### src/rtl/cache_assoc_array.sv
// rtl/cache_assoc_array.sv - set-associative write-back cache tag/data array with LRU, eviction, fill and flush
//
// Ports:
//   clk, reset_n                      rising-edge clock, asynchronous active-low reset
//   req_valid/req_ready               request handshake (accepted only in IDLE without flush)
//   req_addr, req_write, req_wdata,   16-bit byte address, write flag, write data,
//   req_wmask                         byte enables {hi, lo}
//   resp_valid, resp_hit, resp_rdata  one-cycle response; resp_hit = first lookup hit
//   wb_valid/wb_ready, wb_addr,       line write-back handshake, line-aligned address,
//   wb_data                           victim line contents
//   fill_req, fill_addr, fill_done,   line fill request and completion with line data
//   fill_data
//   flush_req, flush_done             level flush request, one-cycle completion pulse
module cache_assoc_array #(
  parameter int WAYS        = 2,
  parameter int INDEX_BITS  = 3,
  parameter int OFFSET_BITS = 4,
  localparam int LINE_BITS  = 8 << OFFSET_BITS
) (
  input  logic                 clk,
  input  logic                 reset_n,
  input  logic                 req_valid,
  output logic                 req_ready,
  input  logic [15:0]          req_addr,
  input  logic                 req_write,
  input  logic [15:0]          req_wdata,
  input  logic [1:0]           req_wmask,
  output logic                 resp_valid,
  output logic                 resp_hit,
  output logic [15:0]          resp_rdata,
  output logic                 wb_valid,
  input  logic                 wb_ready,
  output logic [15:0]          wb_addr,
  output logic [LINE_BITS-1:0] wb_data,
  output logic                 fill_req,
  output logic [15:0]          fill_addr,
  input  logic                 fill_done,
  input  logic [LINE_BITS-1:0] fill_data,
  input  logic                 flush_req,
  output logic                 flush_done
);

  localparam int TAG_BITS = 16 - INDEX_BITS - OFFSET_BITS;
  localparam int SETS     = 1 << INDEX_BITS;
  localparam int WAY_BITS = $clog2(WAYS);

  typedef enum logic [2:0] {IDLE, COMPARE, EVICT, FILL, FLUSH} state_t;

  state_t state, next_state;

  logic [15:0]          lat_addr;
  logic                 lat_write;
  logic [15:0]          lat_wdata;
  logic [1:0]           lat_wmask;
  logic                 first;
  logic [WAY_BITS-1:0]  victim;
  logic [INDEX_BITS-1:0] flush_set;
  logic [WAY_BITS-1:0]  flush_way;

  logic [WAYS-1:0]      valid [SETS];
  logic [WAYS-1:0]      dirty [SETS];
  logic [WAY_BITS-1:0]  age [SETS][WAYS];
  logic [TAG_BITS-1:0]  tag_mem [SETS][WAYS];
  logic [LINE_BITS-1:0] data_mem [SETS][WAYS];

  logic [TAG_BITS-1:0]    lat_tag;
  logic [INDEX_BITS-1:0]  idx;
  logic [OFFSET_BITS-1:0] off;
  logic [OFFSET_BITS-1:0] off_next;
  logic                   off_max;

  assign lat_tag  = lat_addr[15 -: TAG_BITS];
  assign idx      = lat_addr[OFFSET_BITS +: INDEX_BITS];
  assign off      = lat_addr[OFFSET_BITS-1:0];
  assign off_next = off + OFFSET_BITS'(1);
  assign off_max  = (off == '1);

  logic                hit_any;
  logic [WAY_BITS-1:0] hit_way;
  logic                inv_any;
  logic [WAY_BITS-1:0] victim_c;
  logic [7:0]          rd_lo;
  logic [7:0]          rd_hi;

  // Descending scans so the last match taken is the lowest index.
  always_comb begin
    hit_any  = 1'b0;
    hit_way  = '0;
    inv_any  = 1'b0;
    victim_c = '0;
    for (int w = WAYS - 1; w >= 0; w--) begin
      if (valid[idx][w] && tag_mem[idx][w] == lat_tag) begin
        hit_any = 1'b1;
        hit_way = WAY_BITS'(w);
      end
      if (!valid[idx][w]) begin
        inv_any  = 1'b1;
        victim_c = WAY_BITS'(w);
      end
    end
    if (!inv_any) begin
      for (int w = 0; w < WAYS; w++) begin
        if (age[idx][w] == WAY_BITS'(WAYS - 1)) victim_c = WAY_BITS'(w);
      end
    end
  end

  assign rd_lo = data_mem[idx][hit_way][{off, 3'b000} +: 8];
  assign rd_hi = off_max ? 8'h00 : data_mem[idx][hit_way][{off_next, 3'b000} +: 8];

  logic f_dirty;
  logic flush_last;
  logic flush_step;

  assign f_dirty    = valid[flush_set][flush_way] && dirty[flush_set][flush_way];
  assign flush_last = (flush_set == '1) && (flush_way == WAY_BITS'(WAYS - 1));
  // A clean entry retires immediately; a dirty one waits for its write-back.
  assign flush_step = !f_dirty || wb_ready;

  always_comb begin
    next_state = state;
    req_ready  = 1'b0;
    resp_valid = 1'b0;
    resp_hit   = 1'b0;
    resp_rdata = '0;
    wb_valid   = 1'b0;
    wb_addr    = '0;
    wb_data    = '0;
    fill_req   = 1'b0;
    fill_addr  = '0;
    flush_done = 1'b0;
    case (state)
      IDLE: begin
        if (flush_req) begin
          next_state = FLUSH;
        end else begin
          req_ready = 1'b1;
          if (req_valid) next_state = COMPARE;
        end
      end
      COMPARE: begin
        if (hit_any) begin
          resp_valid = 1'b1;
          resp_hit   = first;
          resp_rdata = lat_write ? 16'h0000 : {rd_hi, rd_lo};
          next_state = IDLE;
        end else if (valid[idx][victim_c] && dirty[idx][victim_c]) begin
          next_state = EVICT;
        end else begin
          next_state = FILL;
        end
      end
      EVICT: begin
        wb_valid = 1'b1;
        wb_addr  = {tag_mem[idx][victim], idx, {OFFSET_BITS{1'b0}}};
        wb_data  = data_mem[idx][victim];
        if (wb_ready) next_state = FILL;
      end
      FILL: begin
        fill_req  = 1'b1;
        fill_addr = {lat_tag, idx, {OFFSET_BITS{1'b0}}};
        if (fill_done) next_state = COMPARE;
      end
      FLUSH: begin
        if (f_dirty) begin
          wb_valid = 1'b1;
          wb_addr  = {tag_mem[flush_set][flush_way], flush_set, {OFFSET_BITS{1'b0}}};
          wb_data  = data_mem[flush_set][flush_way];
        end
        if (flush_step && flush_last) begin
          flush_done = 1'b1;
          next_state = IDLE;
        end
      end
      default: next_state = IDLE;
    endcase
  end

  always_ff @(posedge clk or negedge reset_n) begin
    if (!reset_n) begin
      state     <= IDLE;
      lat_addr  <= '0;
      lat_write <= 1'b0;
      lat_wdata <= '0;
      lat_wmask <= '0;
      first     <= 1'b0;
      victim    <= '0;
      flush_set <= '0;
      flush_way <= '0;
      for (int s = 0; s < SETS; s++) begin
        valid[s] <= '0;
        dirty[s] <= '0;
        for (int w = 0; w < WAYS; w++) age[s][w] <= WAY_BITS'(w);
      end
    end else begin
      state <= next_state;
      case (state)
        IDLE: begin
          if (flush_req) begin
            flush_set <= '0;
            flush_way <= '0;
          end else if (req_valid) begin
            lat_addr  <= req_addr;
            lat_write <= req_write;
            lat_wdata <= req_wdata;
            lat_wmask <= req_wmask;
            first     <= 1'b1;
          end
        end
        COMPARE: begin
          if (hit_any) begin
            // Hit way becomes youngest; only ways younger than it age by one.
            for (int w = 0; w < WAYS; w++) begin
              if (WAY_BITS'(w) == hit_way) age[idx][w] <= '0;
              else if (age[idx][w] < age[idx][hit_way]) age[idx][w] <= age[idx][w] + 1'b1;
            end
            if (lat_write) dirty[idx][hit_way] <= 1'b1;
          end else begin
            first  <= 1'b0;
            victim <= victim_c;
          end
        end
        EVICT: begin
          if (wb_ready) dirty[idx][victim] <= 1'b0;
        end
        FILL: begin
          if (fill_done) begin
            valid[idx][victim] <= 1'b1;
            dirty[idx][victim] <= 1'b0;
          end
        end
        FLUSH: begin
          if (flush_step) begin
            valid[flush_set][flush_way] <= 1'b0;
            dirty[flush_set][flush_way] <= 1'b0;
            if (flush_way == WAY_BITS'(WAYS - 1)) begin
              flush_way <= '0;
              flush_set <= flush_set + 1'b1;
            end else begin
              flush_way <= flush_way + 1'b1;
            end
          end
        end
        default: ;
      endcase
    end
  end

  // Tag and line storage carry no reset; validity alone qualifies them.
  always_ff @(posedge clk) begin
    if (state == COMPARE && hit_any && lat_write) begin
      if (lat_wmask[0]) data_mem[idx][hit_way][{off, 3'b000} +: 8] <= lat_wdata[7:0];
      if (lat_wmask[1] && !off_max) data_mem[idx][hit_way][{off_next, 3'b000} +: 8] <= lat_wdata[15:8];
    end
    if (state == FILL && fill_done) begin
      data_mem[idx][victim] <= fill_data;
      tag_mem[idx][victim]  <= lat_tag;
    end
  end

endmodule

### config.mk
export PLATFORM = sky130hd
export DESIGN_NAME = cache_assoc_array
export DESIGN_NICKNAME = d
export VERILOG_FILES = /design/src/rtl/cache_assoc_array.sv
export SDC_FILE = /design/constraint.sdc
export NUM_CORES = 2
export LEC_CHECK = 0
export BUFFER_PORTS_ARGS = -buffer_cell sky130_fd_sc_hd__buf_2
export CORE_ASPECT_RATIO = 1.4
export CORE_MARGIN = 8
export CORE_UTILIZATION = 25
export CTS_CLUSTER_SIZE = 10
export DETAILED_ROUTE_END_ITERATION = 10
export PLACE_DENSITY_LB_ADDON = 0.05
export SLEW_MARGIN = 10
export SYNTH_ARGS = -nofsm -noshare
export SYNTH_HDL_FRONTEND = slang
export SYNTH_SLANG_ARGS = --single-unit
### constraint.sdc
create_clock -name clk -period 5.4 [get_ports clk]
set_input_delay 0.27 -clock clk [delete_from_list [all_inputs] [get_ports clk]]
set_output_delay 0.27 -clock clk [all_outputs]
set_load 0.005 [all_outputs]
==> metrics.yaml <==
dp_hpwl_um: 545300
drv_slew: 0
yosys_warnings: 0
cts_inserted_buffers: 285
status: "complete, but fails checks"
ioPinCount: 351
clkSlewWorstSetupHoldPaths_ns: 0.06
fmax_mhz: 164.1
synthCells: 9361
cp-start-kind: "flip-flop"
worst_slew_pin_slew_ns: 1.384
r2r_start: "lat_addr[6]"
antenna_found_initial: 74
period_share: 1.129
core_region_area_um2: 445200
relSlewSlack: 0.07735
vias_per_cell: 6.071
synth_edf_count: 2192
dieArea_um2: 469000
clock_latency_ns: 0.97
via_count: 101716
rsz0062_at_grt: "true"
setup-violations-final: 16
synth.top_cell.area_share: 0.5890
area_growth_pct: 27.10
switchingPower_mw: 40.89
design_area_um2: 142100
drc_errors: 0
routedWlPerCell_um: 45.22
p_leak_nw: 48.52
cts_sinks: 2284
synth_seq_cells: 2284
min_period_ns: 6.094
crit_required_ns: 5.13
worst_slack_ns: -0.6941
yosysTopAreaCell: "edfxtp_1"
die_h_um: 807.1
place_ws_ns: -0.7840
yosys-top-cells-count: "edfxtp_1 (2192), o22ai_1 (1593), nor2_1 (1273)"
grt_overflow: 0
grt_max_degree: 137
cp.arrival_ns: 5.82
grt_pass1_vias: 99636
end_kind: "output pin"
final_antenna_net_count: 0
drive_above_1_share: 0.2627
critical_path.cell_chain: "buf_12, buf_16, mux2i_1, a211oi_1, a221oi_4, xor2_2, or4b_4, a211oi_4, buf_12, buf_16, mux4_2, mux4_2, o211ai_1, clkbuf_16, buf_6"
async_flop_share: 0.04028
max_stage_delay_ns: 0.57
synth_area_um2: 111800
worstSetupPathType: "flip-flop to output pin"
ys_seq_area_frac: 0.6097
synthTopCellsByArea: "edfxtp_1 (59%), o22ai_1 (8.9%), nor2_1 (4.3%)"
ys.flop_type: "edfxtp_1"
cts_root_buffer: "clkbuf_16"
die_w_um: 581.1
synth_most_common_cell: "edfxtp_1"
power_density_nw_per_um2: 594.1
p_clk_frac: 0.215
drv_cap: 0
pwr-share-seq: 0.258
hold_path.startpoint: "fill_data[125]"
min_path_type: "input port to flip-flop"
cts_tree: "built"
p_int_mw: 43.50
sw_frac_of_total: 0.4845
core.rowCount: 290
cts.path.max_buffers: 4
startpoint: "lat_addr[6]"
gp_congestion: 0.9479
initial_utilization: 0.2510
drt-pass1-iter-count: 9
setup-tns-final_ns: -7.986
path_max_fanout: 14
grt_pass1_wl_um: 979700
grtUsageTotal: 0.3081
htree_levels: 5
wirelength_um: 757700
hold_viol: 0
slowest_stage: "dfrtp_4"
synthDistinctLibCells: 95
combPwrFrac: 0.528
first_iter_violations: 13313
portBuffers: 342
clock-skew-final_ns: 0.04865
nets: 10911
violations: "negative setup slack"
ir_drop_mv: 0.3086
syn_avg_cell_area_um2: 11.94
place_area_um2: 129600
cell families (layout without fill, tap and decap cells):
family | after synthesis | in the layout | share of synthesized area
AO/OA/AOI/OAI | 3019 | 3019 | 0.1713
adder cells (fa/ha/maj) | 8 | 8 | 0.0008957
buffers and inverters | 897 | 2405 | 0.03294
AND/OR/NAND/NOR | 2415 | 2416 | 0.09794
XOR/XNOR | 19 | 19 | 0.001489
multiplexers | 718 | 718 | 0.08577
flip-flops | 2284 | 2284 | 0.6097
other | 1 | 46 | 0.00003355
area by class of cell:
class | count | area, um^2
fill | 44562 | 303200
sequential | 2284 | 68180
multi-input combinational | 6188 | 41630
timing repair buffer | 1940 | 16450
clock buffer | 362 | 7590
tap | 5840 | 7307
clock inverter | 68 | 640.6
inverter | 35 | 155.1
antenna | 38 | 95.09
power groups by stage:
stage / clock network (mW) / logic [mW] / registers, mW
4_1_cts: 18.5 / 43.2 / 21.7
3_5_place_dp: 0 / 41.2 / 22.1
6_report: 18.1 / 44.5 / 21.7
2_1_floorplan: 0 / 16.1 / 21.5
3_3_place_gp: 0 / 41.3 / 22.1
5_1_grt: 18.9 / 44.5 / 21.7
registers in the layout (all words and copies together), names as in the netlist:
name	flops
data_mem	2048
tag_mem	144
age	16
dirty	16
lat_addr	16
lat_wdata	16
valid	16
flush_set	3
state	3
lat_wmask	2
first	1
flush_way	1
lat_write	1
victim	1
cells in the final DEF, fill, tap and decap left out, drive strengths merged, types with 76 or more instances in the layout:
cell            n
a31oi          82
dfrtp          84
a221oi         76
mux2          278
o22ai        1593
nand2         421
nor4          120
clkbuf        365
or4           189
o221ai        127
nand3         123
mux4          162
dlygate4sd3   151
nor3          159
edfxtp       2192
nor2         1277
mux2i         278
a21oi         380
o21ai         439
buf          1785
critical path: cells and delay by family, from the launching register on:
| kind | cells | cell delay (ns) |
|---|---|---|
| compound gates | 4 | 1.23 |
| simple gates | 1 | 0.52 |
| buf+inv | 6 | 1.03 |
| mux | 3 | 1.20 |
| xor+xnor | 1 | 0.24 |
| flops | 1 | 0.57 |
path summary, 6_finish.rpt:
path	cells past startpoint	slack, ns	end
min in group asynchronous	3	0.45	age[14]
worst min register to register	1	0.50	first
max in group asynchronous	4	4.18	lat_addr[4]
worst max-delay path	15	-0.69	resp_rdata[0]
worst max register to register	18	0.21	data_mem[3][31]
worst min-delay path	4	0.07	data_mem[4][125]
per-layer routing:
metal | wire length [um] | track usage
met2 | 357100 | 0.5166
met5 | 244 | 0
met4 | 55170 | 0.1837
met3 | 60980 | 0.06011
met1 | 284300 | 0.3670
timing repair:
item,CTS,global route
hold buffers,152,0
setup buffers,71,26
endpoints found under the hold margin,1536,0
pin swaps,31,32
gates cloned,6,2
gates resized for setup,233,88
endpoints found under the setup margin,80,17
stage by stage:
step | hold WS [ns] | util | power [mW] | cells
after CTS | 0.001198 | 0.3176 | 83.33 | 16697
after detailed placement | 0.4101 | 0.2910 | 63.29 | 16040
after floorplan | -0.02559 | - | 37.63 | 9368
after global routing | 0.04710 | 0.3189 | 85.12 | 16724
after global placement | 0.4113 | 0.2909 | 63.46 | 16036
final | 0.07396 | 0.3191 | 84.39 | 16755
Power figures use the tool's default switching activity.
